--- config.mk ---
export PLATFORM = sky130hd
export DESIGN_NAME = mem_read_arbiter
export DESIGN_NICKNAME = d
export VERILOG_FILES = /design/src/rtl/mem_arb_pkg.sv /design/src/rtl/rr_arbiter.sv /design/src/rtl/mem_read_arbiter.sv
export SDC_FILE = /design/constraint.sdc
export NUM_CORES = 1
export LEC_CHECK = 0
export CAP_MARGIN = 20
export CORE_AREA = 5 5 159 161
export DETAILED_ROUTE_END_ITERATION = 7
export DIE_AREA = 0 0 164 166
export HOLD_SLACK_MARGIN = 0.1
export PLACE_DENSITY = 0.59
export SYNTH_ARGS = -nofsm -noshare
export SYNTH_HDL_FRONTEND = slang
export SYNTH_HIERARCHICAL = 1
export SYNTH_SLANG_ARGS = --single-unit
--- constraint.sdc ---
create_clock -name clk -period 6.64 [get_ports clk]
set_clock_uncertainty 0.2 [all_clocks]
set_input_delay 1.328 -clock clk [delete_from_list [all_inputs] [get_ports clk]]
set_output_delay 1.328 -clock clk [all_outputs]
set_load 0.1 [all_outputs]
--- src/rtl/mem_arb_pkg.sv ---
`default_nettype none
// ============================================================================
// Module      : mem_arb_pkg
// Description : Shared types and constants for the memory read arbiter.
//               Holds the AXI burst-length width and default-width
//               ID / AR-request types for blocks built at the default size.
// Revision    : 1.0 - initial release
// ============================================================================
package mem_arb_pkg;

    // Width of the AXI ARLEN field (burst length minus one)
    localparam int AXI_LEN_WIDTH = 8;

    // Default sizing of the instruction-side instance
    localparam int C_DEFAULT_N          = 8;
    localparam int C_DEFAULT_ADDR_WIDTH = 26;
    localparam int C_DEFAULT_ID_WIDTH   = $clog2(C_DEFAULT_N);

    // Requester index carried on the memory port as the transaction ID
    typedef logic [C_DEFAULT_ID_WIDTH-1:0] arb_id_t;

    // One burst read address as held in the AR register
    typedef struct packed {
        logic [C_DEFAULT_ADDR_WIDTH-1:0] addr;
        logic [AXI_LEN_WIDTH-1:0]        len;
        arb_id_t                         id;
    } ar_req_t;

endpackage : mem_arb_pkg
`default_nettype wire

--- src/rtl/rr_arbiter.sv ---
`default_nettype none
// ============================================================================
// Module      : rr_arbiter
// Description : N-wide round-robin picker. Grants the first requesting index
//               at or after the internal pointer (wrapping modulo N). The
//               pointer moves to one past the winner when i_advance is set.
// Revision    : 1.0 - initial release
// ============================================================================
module rr_arbiter #(
    parameter  int N         = 8,
    localparam int IDX_WIDTH = (N > 1) ? $clog2(N) : 1
) (
    input  logic                 clk,
    input  logic                 rst,
    input  logic [N-1:0]         i_req,
    input  logic                 i_advance,
    output logic [N-1:0]         o_grant,
    output logic [IDX_WIDTH-1:0] o_grant_idx,
    output logic                 o_grant_valid
);

    logic [IDX_WIDTH-1:0] r_ptr;
    logic [N-1:0]         w_grant;
    logic [IDX_WIDTH-1:0] w_idx;
    logic [IDX_WIDTH-1:0] w_cand;
    logic                 w_found;

    // Scan from the pointer forward, wrapping, and take the first request
    always_comb begin
        w_grant = '0;
        w_idx   = '0;
        w_cand  = '0;
        w_found = 1'b0;
        for (int k = 0; k < N; k++) begin
            w_cand = IDX_WIDTH'((int'(r_ptr) + k) % N);
            if (!w_found && i_req[w_cand]) begin
                w_found         = 1'b1;
                w_idx           = w_cand;
                w_grant[w_cand] = 1'b1;
            end
        end
    end

    // Pointer moves just past the winner so it has lowest priority next time
    always_ff @(posedge clk) begin
        if (rst) begin
            r_ptr <= '0;
        end else if (i_advance && w_found) begin
            r_ptr <= (w_idx == IDX_WIDTH'(N - 1)) ? '0 : w_idx + 1'b1;
        end
    end

    assign o_grant       = w_grant;
    assign o_grant_idx   = w_idx;
    assign o_grant_valid = w_found;

endmodule : rr_arbiter
`default_nettype wire

--- src/rtl/mem_read_arbiter.sv ---
`default_nettype none
// ============================================================================
// Module      : mem_read_arbiter
// Description : Shares one AXI-style read port among N requesters. Grants
//               burst addresses round-robin into a one-entry AR register,
//               tags each burst with the requester index as its ID, routes
//               returning beats by ID, and limits in-flight bursts to one per
//               requester and MAX_OUTSTANDING overall. Unowned beats are
//               accepted, dropped and flagged on the sticky err output.
// Revision    : 1.0 - initial release
// ============================================================================
module mem_read_arbiter
    import mem_arb_pkg::*;
#(
    parameter  int N               = 8,
    parameter  int ADDR_WIDTH      = 26,
    parameter  int DATA_WIDTH      = 32,
    parameter  int MAX_OUTSTANDING = 4,
    localparam int ID_WIDTH        = $clog2(N)
) (
    input  logic                       clk,
    input  logic                       rst,
    // requester side
    input  logic [N-1:0]               req_arvalid,
    input  logic [N*ADDR_WIDTH-1:0]    req_araddr,
    input  logic [N*AXI_LEN_WIDTH-1:0] req_arlen,
    output logic [N-1:0]               req_arready,
    output logic [N-1:0]               req_rvalid,
    output logic [DATA_WIDTH-1:0]      req_rdata,
    output logic                       req_rlast,
    input  logic [N-1:0]               req_rready,
    // memory side
    output logic                       mem_arvalid,
    output logic [ADDR_WIDTH-1:0]      mem_araddr,
    output logic [AXI_LEN_WIDTH-1:0]   mem_arlen,
    output logic [ID_WIDTH-1:0]        mem_arid,
    input  logic                       mem_arready,
    input  logic                       mem_rvalid,
    input  logic [DATA_WIDTH-1:0]      mem_rdata,
    input  logic                       mem_rlast,
    input  logic [ID_WIDTH-1:0]        mem_rid,
    output logic                       mem_rready,
    // status
    output logic                       err
);

    localparam int CNT_WIDTH = $clog2(MAX_OUTSTANDING + 1);
    // Number of encodable IDs; may exceed N when N is not a power of two
    localparam int ID_SPACE  = 1 << ID_WIDTH;
    localparam logic [CNT_WIDTH-1:0] C_MAX_CNT = CNT_WIDTH'(MAX_OUTSTANDING);

    typedef struct packed {
        logic [ADDR_WIDTH-1:0]    addr;
        logic [AXI_LEN_WIDTH-1:0] len;
        logic [ID_WIDTH-1:0]      id;
    } ar_hold_t;

    ar_hold_t              r_ar;
    logic                  r_arvalid;
    logic [N-1:0]          r_busy;
    logic [CNT_WIDTH-1:0]  r_out_cnt;
    logic                  r_err;

    logic                  w_can_grant;
    logic [N-1:0]          w_eligible;
    logic [N-1:0]          w_arb_req;
    logic [N-1:0]          w_grant;
    logic [ID_WIDTH-1:0]   w_grant_idx;
    logic                  w_grant_valid;
    logic [ID_SPACE-1:0]   w_busy_ext;
    logic [ID_SPACE-1:0]   w_rready_ext;
    logic                  w_owner_ok;
    logic                  w_done;
    logic [N-1:0]          w_done_vec;
    logic [N-1:0]          w_rvalid;

    // ------------------------------------------------------------------
    // Address arbitration
    // ------------------------------------------------------------------
    assign w_eligible  = req_arvalid & ~r_busy;
    // New grants only into an empty AR register and below the in-flight cap
    assign w_can_grant = !r_arvalid && (r_out_cnt < C_MAX_CNT);
    assign w_arb_req   = w_can_grant ? w_eligible : '0;

    rr_arbiter #(
        .N (N)
    ) u_rr_arbiter (
        .clk           (clk),
        .rst           (rst),
        .i_req         (w_arb_req),
        .i_advance     (w_grant_valid),
        .o_grant       (w_grant),
        .o_grant_idx   (w_grant_idx),
        .o_grant_valid (w_grant_valid)
    );

    assign req_arready = w_grant;

    // AR holding register: loads on grant, empties after the memory handshake
    always_ff @(posedge clk) begin
        if (rst) begin
            r_arvalid <= 1'b0;
            r_ar      <= '0;
        end else if (w_grant_valid) begin
            r_arvalid <= 1'b1;
            r_ar.addr <= req_araddr[w_grant_idx*ADDR_WIDTH +: ADDR_WIDTH];
            r_ar.len  <= req_arlen[w_grant_idx*AXI_LEN_WIDTH +: AXI_LEN_WIDTH];
            r_ar.id   <= w_grant_idx;
        end else if (r_arvalid && mem_arready) begin
            r_arvalid <= 1'b0;
        end
    end

    assign mem_arvalid = r_arvalid;
    assign mem_araddr  = r_ar.addr;
    assign mem_arlen   = r_ar.len;
    assign mem_arid    = r_ar.id;

    // ------------------------------------------------------------------
    // Read data routing
    // ------------------------------------------------------------------
    // Zero-extend to the full ID space so out-of-range IDs read as not owned
    assign w_busy_ext   = ID_SPACE'(r_busy);
    assign w_rready_ext = ID_SPACE'(req_rready);
    assign w_owner_ok   = w_busy_ext[mem_rid];

    // Beats with no owner are swallowed so the memory port never stalls on them
    assign mem_rready = w_owner_ok ? w_rready_ext[mem_rid] : 1'b1;
    assign w_done     = mem_rvalid && mem_rready && mem_rlast && w_owner_ok;

    // Per-requester valid and completion strobes decoded from the beat ID
    always_comb begin
        w_rvalid   = '0;
        w_done_vec = '0;
        for (int i = 0; i < N; i++) begin
            w_rvalid[i]   = mem_rvalid && (mem_rid == ID_WIDTH'(i)) && r_busy[i];
            w_done_vec[i] = w_done && (mem_rid == ID_WIDTH'(i));
        end
    end

    assign req_rvalid = w_rvalid;
    assign req_rdata  = mem_rdata;
    assign req_rlast  = mem_rlast;

    // ------------------------------------------------------------------
    // Outstanding tracking
    // ------------------------------------------------------------------
    // Busy set on grant, cleared on last beat; a grant never targets a busy
    // index, so set and clear cannot collide
    always_ff @(posedge clk) begin
        if (rst) begin
            r_busy <= '0;
        end else begin
            r_busy <= (r_busy | w_grant) & ~w_done_vec;
        end
    end

    // In-flight burst count; grant and completion together cancel out
    always_ff @(posedge clk) begin
        if (rst) begin
            r_out_cnt <= '0;
        end else begin
            case ({w_grant_valid, w_done})
                2'b10:   r_out_cnt <= r_out_cnt + 1'b1;
                2'b01:   r_out_cnt <= r_out_cnt - 1'b1;
                default: r_out_cnt <= r_out_cnt;
            endcase
        end
    end

    // Sticky flag for any beat whose ID has no burst in flight
    always_ff @(posedge clk) begin
        if (rst) begin
            r_err <= 1'b0;
        end else if (mem_rvalid && !w_owner_ok) begin
            r_err <= 1'b1;
        end
    end

    assign err = r_err;

endmodule : mem_read_arbiter
`default_nettype wire

==> summary.md, run 1 <==
| Metric | Value |
|---|---|
| Effective utilization at floorplan | `24.6%` |
| Port Buffers | `352` |
| Number of DRC violations after detailed-routing iteration 0 | `247` |
| Height of the die | `166 um` |
| Nets@finish | `1,232` |
| Hold-fix buffers, CTS | `0` |
| Critical path's largest stage delay | `0.59 ns` |
| Vias/cell | `5.08` |
| Final max-slew violation count | `0` |
| Source-to-sink clock delay at the later pin of the worst-skew pair | `0.30 ns` |
| RSZ-0062 raised after global routing | `false` |
| Most common flop cell mapped by yosys | `sky130_fd_sc_hd__dfxtp_1` |
| Vias post-DR | `6,195` |
| Total CTS buffers | `5` |
| Maximum level of the CTS H-tree | `2` |
| Setup TNS | `0 ns` |
| Number of enable-type register cells in the synthesized netlist | `0` |
| Flop and latch count out of synthesis | `53` |
| TritonCTS clock tree | `done` |
| Critical-path top delay cell | `sky130_fd_sc_hd__nor3b_1` |
| Unique cell type count in the Yosys netlist | `72` |
| Max_slew headroom | `25.3%` |
| Post-DRT Antenna Nets | `0` |
| Met2 Usage GRT | `32.8%` |
| Start-to-end type of the worst setup path | `in -> out` |
| Cell class contributing the biggest share of worst-path delay | `multiplexers` |
| Std-Cell Core Area | `23,800 um2` |
| Ratio of cells with drive above 1 in the final layout | `19.0%` |
| Setup crit start kind | `input pin` |
| Status | `completed` |
| Maxcap violations | `0` |
| Register area | `1060 um2` |
| Area added between synthesis and finish | `64.6%` |
| Area used by multi-input combinational logic | `4280 um2` |
| Final hold violation count | `0` |
| Top post-synthesis cells by area | `sky130_fd_sc_hd__dfxtp_1 (18%), sky130_fd_sc_hd__mux4_2 (18%), sky130_fd_sc_hd__mux2_2 (13%)` |
| Max Fanout on Critical Path | `7` |
| Count leader, synth | `sky130_fd_sc_hd__mux2_2` |
| Hold path start | `err` |
| 1st-pass router iterations | `6` |
| Post-CTS clock slew at the launch and capture registers of the worst setup and hold paths | `0.07 ns` |
| Placer's final routability congestion estimate | `0.885` |
| Required time reported for the critical path endpoint | `5.11 ns` |
| Number of DRC violations after detailed routing | `0` |
| Initial antenna violation count | `0` |
| Worst path arrival time | `4.54 ns` |
| Async set-reset flop share out of synthesis | `0%` |
| Share of Yosys cell area claimed by the top area cell type | `18.1%` |
| Final-layout fill cell count | `2,389` |
| HPWL reported at the end of detailed placement | `21,800 um` |
| Detailed Route WL | `26,900 um` |
| Final period util | `91.4%` |
| Per-cell routed wire length | `22.1 um` |
| Worst Tran Pin Value | `1.12 ns` |
| Met1 track demand over resource in global routing | `22.0%` |
| Final min period | `6.07 ns` |
| Clock sink count | `53` |
| Pin count of the biggest net entering global routing | `96` |
| Crit path buf inv count | `2` |
| Buffer type at the clock tree root | `sky130_fd_sc_hd__clkbuf_16` |
| Gate Count Post-Synth | `602` |
| GRT met3 Usage | `5.66%` |
| Tot GR Track Use | `18.6%` |
| Total number of yosys warnings | `6` |
| Routing layer with the top usage in global route | `met2` |
| Die width | `164 um` |
| Type of the worst min-delay path | `reg -> reg` |
| Max Clock Freq | `0.165 GHz` |
| # resized after CTS | `0` |
| Placement-stage cell area | `9490 um2` |
| Post-layout util | `40.6%` |
| Critical path endpoint category | `output port` |
| Vias in the first global route | `6,141` |
| Most area-hungry cell type in the Yosys netlist | `sky130_fd_sc_hd__dfxtp_1` |
| Syn Nets | `940` |
| Longest Clk Path Bufs | `2` |
| Count of antenna diodes in the layout | `0` |
| Wire length of the first global-routing pass | `38,700 um` |
| Post-route cell area | `9660 um2` |
| Number of placed I/O pins | `417` |
| R2R Path Start | `u_rr_arbiter/r_ptr[1]` |
| Crit path from | `req_arvalid[1]` |
| Global route overflow | `0` |
| Critical path, cell by cell | `clkdlybuf4s50_1 -> nor3b_1 -> mux2i_1 -> mux4_2 -> nand2b_2 -> a21oi_2 -> a22o_1 -> a221o_1 -> mux2_2 -> buf_12` |
| Final count of negative-setup-slack endpoints | `0` |
| Post-CTS setup buffers | `0` |
| Reg2reg setup slack | `1.43 ns` |
| Row Count | `57` |
| Die area | `27,200 um2` |
| Worst hold slack after final layout | `0.270 ns` |
| Sequential fraction of the synthesis area | `18.1%` |
| Synth top cells by count | `sky130_fd_sc_hd__mux2_2 (67), sky130_fd_sc_hd__nand2_1 (55), sky130_fd_sc_hd__dfxtp_1 (53)` |
| Mean area per synthesized cell | `9.75 um2` |
| Combined area of all synthesized cells | `5870 um2` |
[worst register-to-register path, cell delays in order (launching register included)]
cell and delay, ns:
sky130_fd_sc_hd__dfxtp_1 0.33, sky130_fd_sc_hd__inv_1 0.16, sky130_fd_sc_hd__ha_1 0.79, sky130_fd_sc_hd__mux4_2 0.68, sky130_fd_sc_hd__mux2_2 0.41, sky130_fd_sc_hd__o211ai_1 0.21
sky130_fd_sc_hd__a222oi_1 0.11, sky130_fd_sc_hd__o22ai_1 0.25, sky130_fd_sc_hd__nand2_1 0.10, sky130_fd_sc_hd__nor2b_1 0.69, sky130_fd_sc_hd__and2_1 0.53, sky130_fd_sc_hd__buf_4 0.36
sky130_fd_sc_hd__a221oi_1 0.13, sky130_fd_sc_hd__a21oi_1 0.19
[cells in the final DEF, fill, tap and decap left out, types with 3 or more instances in the layout]
| cell type | instances |
|---|---|
| sky130_fd_sc_hd__and2_1 | 4 |
| sky130_fd_sc_hd__a31oi_1 | 3 |
| sky130_fd_sc_hd__nor2_1 | 26 |
| sky130_fd_sc_hd__a222oi_1 | 3 |
| sky130_fd_sc_hd__xnor2_1 | 3 |
| sky130_fd_sc_hd__o211ai_1 | 4 |
| sky130_fd_sc_hd__nor3_1 | 12 |
| sky130_fd_sc_hd__nand2b_1 | 3 |
| sky130_fd_sc_hd__clkdlybuf4s50_1 | 342 |
| sky130_fd_sc_hd__a21oi_1 | 45 |
| sky130_fd_sc_hd__a221oi_1 | 32 |
| sky130_fd_sc_hd__buf_12 | 10 |
| sky130_fd_sc_hd__mux2i_1 | 24 |
| sky130_fd_sc_hd__and3_1 | 4 |
| sky130_fd_sc_hd__a22o_1 | 4 |
| sky130_fd_sc_hd__a311oi_1 | 8 |
| sky130_fd_sc_hd__inv_1 | 8 |
| sky130_fd_sc_hd__buf_4 | 12 |
| sky130_fd_sc_hd__mux2_2 | 67 |
| sky130_fd_sc_hd__clkbuf_16 | 5 |
| sky130_fd_sc_hd__o21ai_0 | 7 |
| sky130_fd_sc_hd__dfxtp_1 | 53 |
| sky130_fd_sc_hd__mux4_2 | 46 |
| sky130_fd_sc_hd__mux4_1 | 4 |
| sky130_fd_sc_hd__nor3b_1 | 8 |
| sky130_fd_sc_hd__nor2b_1 | 35 |
| sky130_fd_sc_hd__nand2_1 | 55 |
| sky130_fd_sc_hd__ha_1 | 9 |
[path summary, 6_finish.rpt]
| path | endpoint | cells after the start |
|---|---|---|
| worst min register to register | err | 2 |
| worst min-delay path | err | 2 |
| worst max-delay path | req_arready[7] | 10 |
| worst max register to register | mem_arlen[2] | 13 |
[sequential cells by signal (all words and copies together) (netlist names)]
signal              cells
r_out_cnt               3
mem_arvalid             1
mem_arid                3
u_rr_arbiter/r_ptr      3
mem_araddr             26
r_busy                  8
err                     1
mem_arlen               8
[layout make-up]
type / count / share of cell area [%]
clock buffer: 5 / 1.29
clock inverter: 3 / 0.453
inverter: 9 / 0.350
multi-input combinational: 460 / 44.2
sequential: 53 / 11.0
tap: 324 / 4.20
timing repair buffer: 365 / 38.5
[cell families after synthesis]
family	count (synthesis)	share of synthesized area, %
XOR/XNOR	5	0.746
AO/OA/AOI/OAI	133	17.2
multiplexers	143	37.0
AND/OR/NAND/NOR	169	15.2
adder cells (fa/ha/maj)	10	2.26
flip-flops	53	18.1
buffers and inverters	89	9.46
[routing by layer]
metal | up-vias | routed length [um] | share of wire (%)
li1 | 2881 | - | -
met1 | 3022 | 10400 | 39
met2 | 262 | 13500 | 50
met3 | 30 | 2580 | 9.6
met4 | 0 | 390 | 1.4
met5 | - | 0 | 0
[stage by stage]
stage	setup WS, ns	cells
2_1_floorplan	0.260	602
3_3_place_gp	0.565	1211
3_5_place_dp	0.597	1211
4_1_cts	0.594	1219
5_1_grt	0.340	1219
6_report	0.573	1219
Power of run 1 is left out: the tool's default activity adds up to more than one toggle a clock period on the data nets, which glitch-free logic cannot reach.
==> inputs of run 2 (changes only) <==
--- a/config.mk
+++ b/config.mk
@@ -5,6 +5,7 @@
 export SDC_FILE = /design/constraint.sdc
 export NUM_CORES = 1
 export LEC_CHECK = 0
+export ABC_CLOCK_PERIOD_IN_PS = 6640
 export CAP_MARGIN = 20
 export CORE_AREA = 5 5 159 161
 export DETAILED_ROUTE_END_ITERATION = 7
==> results of run 2 <==
Final layout, timing and power as in run 1 (identical DEF).
Power of run 2 is left out for the same reason.
==> inputs of run 3 (changes only) <==
--- a/config.mk
+++ b/config.mk
@@ -12,6 +12,7 @@
 export DIE_AREA = 0 0 164 166
 export HOLD_SLACK_MARGIN = 0.1
 export PLACE_DENSITY = 0.59
+export SLEW_MARGIN = 5
 export SYNTH_ARGS = -nofsm -noshare
 export SYNTH_HDL_FRONTEND = slang
 export SYNTH_HIERARCHICAL = 1
==> results of run 3 <==
Final layout, timing and power as in run 1 (identical DEF).
Power of run 3 is left out for the same reason.
==> RTL change 1 (flow settings as in run 2) <==
`ADDR_WIDTH`: 26 -> 30.
--- a/src/rtl/mem_read_arbiter.sv
+++ b/src/rtl/mem_read_arbiter.sv
@@ -13,7 +13,7 @@
     import mem_arb_pkg::*;
 #(
     parameter  int N               = 8,
-    parameter  int ADDR_WIDTH      = 26,
+    parameter  int ADDR_WIDTH      = 30,
     parameter  int DATA_WIDTH      = 32,
     parameter  int MAX_OUTSTANDING = 4,
     localparam int ID_WIDTH        = $clog2(N)
Ports: changed (resized mem_araddr and req_araddr); port bits go from 417 to 453. No check against the original RTL was run, so the function may have changed too.
==> RTL change 1 against run 2 <==
  * Cell count grew 6.6%
  * Area after synthesis up 5.8%
  * Highest routed layer is now met5
  * Cell area rose by 9.1%
  * Count of clock-buffer cells in the layout up 5
  * Critical path type unchanged
  * Routed wire length increased by 14%
  * Non-clock buffer count increased by 39
  * Synthesized cell count is 6.0% higher
  * Sequential cell count rose by 4
  * Worst setup slack worse by 0.12 ns
Power is left out: the tool's default activity adds up to more than one toggle a clock period on the data nets, which glitch-free logic cannot reach.
==> RTL change 1: results (changes against run 2) <==
| Metric | Value |
|---|---|
| DRT Pass-1 Iters | 5 (-1) |
| NonClk Buf Share | 0.389 (+0.00416) |
| Total CTS buffers | 9 (+4) |
| Ranking of synthesized cells by area | dfxtp_1 18%, mux4_2 18%, mux2_2 13% |
| Clock Sinks | 57 (+7.5%) |
| Worst EP arrival | 4.66 ns (+0.12 ns) |
| Fraction of area in multi-input gates | 0.430 (-0.0128) |
| Initial antenna violation count | 2 (+2) |
| Sequential area share after synthesis | 0.184 (+0.00306) |
| Max reg flops | 30 (+15%) |
| Post-place setup slack | 0.542 ns (-0.0549 ns) |
| Global-route wire length before repair | 43,500 um (+12%) |
| H-tree levels | 3 (+1) |
| Clock buffers | 10 (+5) |
| Gpl congestion | 0.921 (+4.0%) |
| Clk cell area share | 0.0312 (+0.0137) |
| Detailed placement HPWL | 25,100 um (+15%) |
| ANT cells | 1 (+1) |
| Status | finished, final reports clean |
| Storage element area | 0.00114 mm^2 (+7.5%) |
| Library cells used by synthesis | 69 (-4.2%) |
| Sequential share of cell area | 0.108 (-0.00158) |
| Final WL | 30,700 um (+14%) |
| DRT iter0 DRCs | 276 (+12%) |
| Tot GR Track Use | 0.212 (+0.0268) |
| Syn Nets | 1,008 (+7.2%) |
| Vias in the first global route | 6,725 (+9.5%) |
| Post-synthesis cell area | 0.00621 mm^2 (+5.8%) |
| Fill cell count | 2,353 (-1.5%) |
| Post-Synthesis Cells | 638 (+6.0%) |
-- RTL change 1: logic make-up after synthesis --
| group | Yosys count | share of synthesized area |
|---|---|---|
| and+or+nand+nor | 177 | 0.151 |
| muxes | 155 | 0.378 |
| AOI/OAI and AO/OA | 141 | 0.170 |
| buffers and inverters | 93 | 0.0889 |
| DFF | 57 | 0.184 |
| adders and majority gates | 10 | 0.0214 |
| xor gates and xnor gates | 5 | 0.00706 |
-- RTL change 1: path summary, 6_finish.rpt --
kind                    startpoint              to  slack [ns]
max                 req_arvalid[4]  req_arready[2]        0.46
min                            err             err        0.27
max reg2reg  u_rr_arbiter/r_ptr[1]  mem_araddr[14]        1.49
min reg2reg                    err             err        0.27
-- RTL change 1: routing by layer --
layer	vias to the layer above	GRT usage	share of wire
met4	2	0.0675	0.026
met1	3257	0.246	0.38
met5	-	0	0.00026
met3	43	0.116	0.14
li1	3106	-	-
met2	319	0.335	0.46
==> RTL change 2 (settings of run 2) <==
Without the edit above. Reset style: asynchronous (`rst`), changed in 5 clocked blocks.
--- a/src/rtl/rr_arbiter.sv
+++ b/src/rtl/rr_arbiter.sv
@@ -42,7 +42,7 @@
     end
 
     // Pointer moves just past the winner so it has lowest priority next time
-    always_ff @(posedge clk) begin
+    always_ff @(posedge clk or posedge rst) begin
         if (rst) begin
             r_ptr <= '0;
         end else if (i_advance && w_found) begin
--- a/src/rtl/mem_read_arbiter.sv
+++ b/src/rtl/mem_read_arbiter.sv
@@ -97,7 +97,7 @@
     assign req_arready = w_grant;
 
     // AR holding register: loads on grant, empties after the memory handshake
-    always_ff @(posedge clk) begin
+    always_ff @(posedge clk or posedge rst) begin
         if (rst) begin
             r_arvalid <= 1'b0;
             r_ar      <= '0;
@@ -147,7 +147,7 @@
     // ------------------------------------------------------------------
     // Busy set on grant, cleared on last beat; a grant never targets a busy
     // index, so set and clear cannot collide
-    always_ff @(posedge clk) begin
+    always_ff @(posedge clk or posedge rst) begin
         if (rst) begin
             r_busy <= '0;
         end else begin
@@ -156,7 +156,7 @@
     end
 
     // In-flight burst count; grant and completion together cancel out
-    always_ff @(posedge clk) begin
+    always_ff @(posedge clk or posedge rst) begin
         if (rst) begin
             r_out_cnt <= '0;
         end else begin
@@ -169,7 +169,7 @@
     end
 
     // Sticky flag for any beat whose ID has no burst in flight
-    always_ff @(posedge clk) begin
+    always_ff @(posedge clk or posedge rst) begin
         if (rst) begin
             r_err <= 1'b0;
         end else if (mem_rvalid && !w_owner_ok) begin
Function: not settled (the Yosys comparison gave no result); the edit may change what the design does.
==> RTL change 2 against run 2 <==
  * Utilization rose by 0.58 points
  * Via count is 5.9% lower
  * Cell count fell by 5.1%
  * Register-to-register slack better by 0.20 ns
  * Cell area is 1.4% higher
  * Count of clock-buffer cells in the layout up 1
  * Die area did not move
  * Worst setup slack worse by 0.23 ns
  * Routed wire length shrank 5.1%
  * Area after synthesis up 5.6%
  * Sequential cell count unchanged
  * Critical path type unchanged
==> RTL change 2: results (changes against run 2) <==
| Metric | Value |
|---|---|
| Clock latency on the worst-skew pair | 0.30 ns (about the same) |
| DRT iter0 DRCs | 357 (+45%) |
| Max VDD drop | between 0.0004 and 0.0005 V |
| Ranking of synthesized cells by area | mux4_2 28%, dfrtp_1 21%, mux2i_1 8.4% |
| Share of flip-flops with an asynchronous set or reset | 1.00 (+1.00) |
| Initial antenna violation count | 3 (+3) |
| Syn Nets | 876 (-6.8%) |
| Reg2reg end | mem_araddr[13] |
| Sequential area share after synthesis | 0.214 (+0.0331) |
| Global-route wire length before repair | 38,200 um (-1.3%) |
| Sink of the worst hold path | r_out_cnt[2] |
| Gpl congestion | 0.929 (+4.9%) |
| Grt met1 use | 0.229 (+0.00823) |
| Layout cells sized above 1 | 0.170 (-0.0201) |
| Detailed placement HPWL | 21,200 um (-2.8%) |
| Layout Nets | 1,167 (-5.3%) |
| Vias in the first global route | 6,136 (-0.081%) |
| Hold depth | 1 (-1) |
| Clock transition at path regs | 0.07 ns (about the same) |
| Tot GR Track Use | 0.183 (-0.00298) |
| Commonest cells post-synth | 76 x mux4_2, 53 x dfrtp_1, 52 x mux2i_1, 49 x nor2_1, 41 x a21oi_1 |
| Main flop type after synthesis | dfrtp_1 |
| DRT Pass-1 Iters | 4 (-2) |
| Pin count of the biggest net entering global routing | 73 (-24%) |
| Normalized max-slew margin | 0.277 (+0.0241) |
| Critical Path Fanout Max | 10 (+3) |
| Cells on worst reg2reg path | 11 (-2) |
| Met2 Usage GRT | 0.311 (-0.0173) |
| Placed inst area | 0.00966 mm^2 (+1.7%) |
| Pleak | roughly 3.5 nW |
| Average wire per standard cell | 22.1 um (about the same) |
| R2r startpoint | u_rr_arbiter/r_ptr[0] |
| FF-to-FF setup slack | 1.63 ns (+0.20 ns) |
| Via count | 5,829 (-5.9%) |
| Status | finished, final reports clean |
| HP Start | r_out_cnt[2] |
| Worst EP arrival | 4.77 ns (+0.23 ns) |
| H-tree levels | 2 (unchanged) |
| Setup Fix Bufs, Post-CTS | 0 (unchanged) |
| Library cells used by synthesis | 70 (-2.8%) |
| GR Util met3 | 0.0598 (+0.00323) |
## RTL change 2: worst max-delay path, stage by stage
cell and delay [ns]:
clkdlybuf4s50_1 0.45, nor3b_1 0.77, mux2i_1 0.21, mux4_1 0.72, nand3_4 0.24, nor3_4 0.08, a221oi_1 0.47, a22oi_1 0.20
buf_4 0.28
## RTL change 2: metal layers
| metal | routed length [um] | share of wire |
|---|---|---|
| met5 | 25 | 0.00098 |
| met4 | 236 | 0.0092 |
| met3 | 2110 | 0.082 |
| met2 | 12900 | 0.51 |
| met1 | 10200 | 0.40 |
## RTL change 2: final cells by class
type,count,area [um^2]
inverters,9,33.8
well taps,324,405
multi-input cells,396,4250
diodes,3,7.51
flip-flops and latches,53,1330
repair buffers,364,3640
clock inverters,2,10.0
clock buffers,6,129
fillers,2360,14000
## RTL change 2: through the flow
| stage | instances | utilization | total power (W) | hold WS, ns | setup WS, ns |
|---|---|---|---|---|---|
| floorplan | 538 | - | 0.00375 | 0.234 | 0.419 |
| global placement | 1146 | 0.405 | 0.00455 | 0.248 | 0.449 |
| detailed placement | 1146 | 0.405 | 0.00456 | 0.252 | 0.460 |
| CTS | 1154 | 0.411 | 0.00484 | 0.264 | 0.436 |
| global route | 1155 | 0.411 | 0.00507 | 0.277 | 0.171 |
| finish | 1157 | 0.411 | 0.00477 | 0.260 | 0.347 |
## RTL change 2: worst max path at each step
stage | startpoint | endpoint | slack, ns | depth (start not counted)
floorplan | mem_arvalid | req_arready[0] | 0.42 | 9
global placement | req_arvalid[1] | req_arready[4] | 0.45 | 9
detailed placement | req_arvalid[1] | req_arready[4] | 0.46 | 9
CTS | req_arvalid[2] | req_arready[4] | 0.44 | 9
global route | req_arvalid[4] | req_arready[4] | 0.17 | 9
finish | req_arvalid[1] | req_arready[4] | 0.35 | 9
## RTL change 2: cells by family (layout without fill, tap and decap cells)
| kind of cell | Yosys count | count (layout) | share of synthesized area |
|---|---|---|---|
| AO/OA/AOI/OAI | 116 | 116 | 0.131 |
| flip-flops | 53 | 53 | 0.214 |
| other | 0 | 3 | 0 |
| adder cells (fa/ha/maj) | 10 | 10 | 0.0214 |
| AND/OR/NAND/NOR | 116 | 116 | 0.104 |
| XOR/XNOR | 6 | 6 | 0.00969 |
| multiplexers | 148 | 148 | 0.417 |
| buffers and inverters | 89 | 381 | 0.104 |
## RTL change 2: power breakdown
| part | leakage, nW | switching (W) | internal (W) | total (W) |
|---|---|---|---|---|
| Clock | 0.0706 | 0.000128 | 0.000139 | 0.000267 |
| Combinational | 2.87 | 0.00244 | 0.00148 | 0.00392 |
| Sequential | 0.581 | 0.000108 | 0.000481 | 0.000588 |
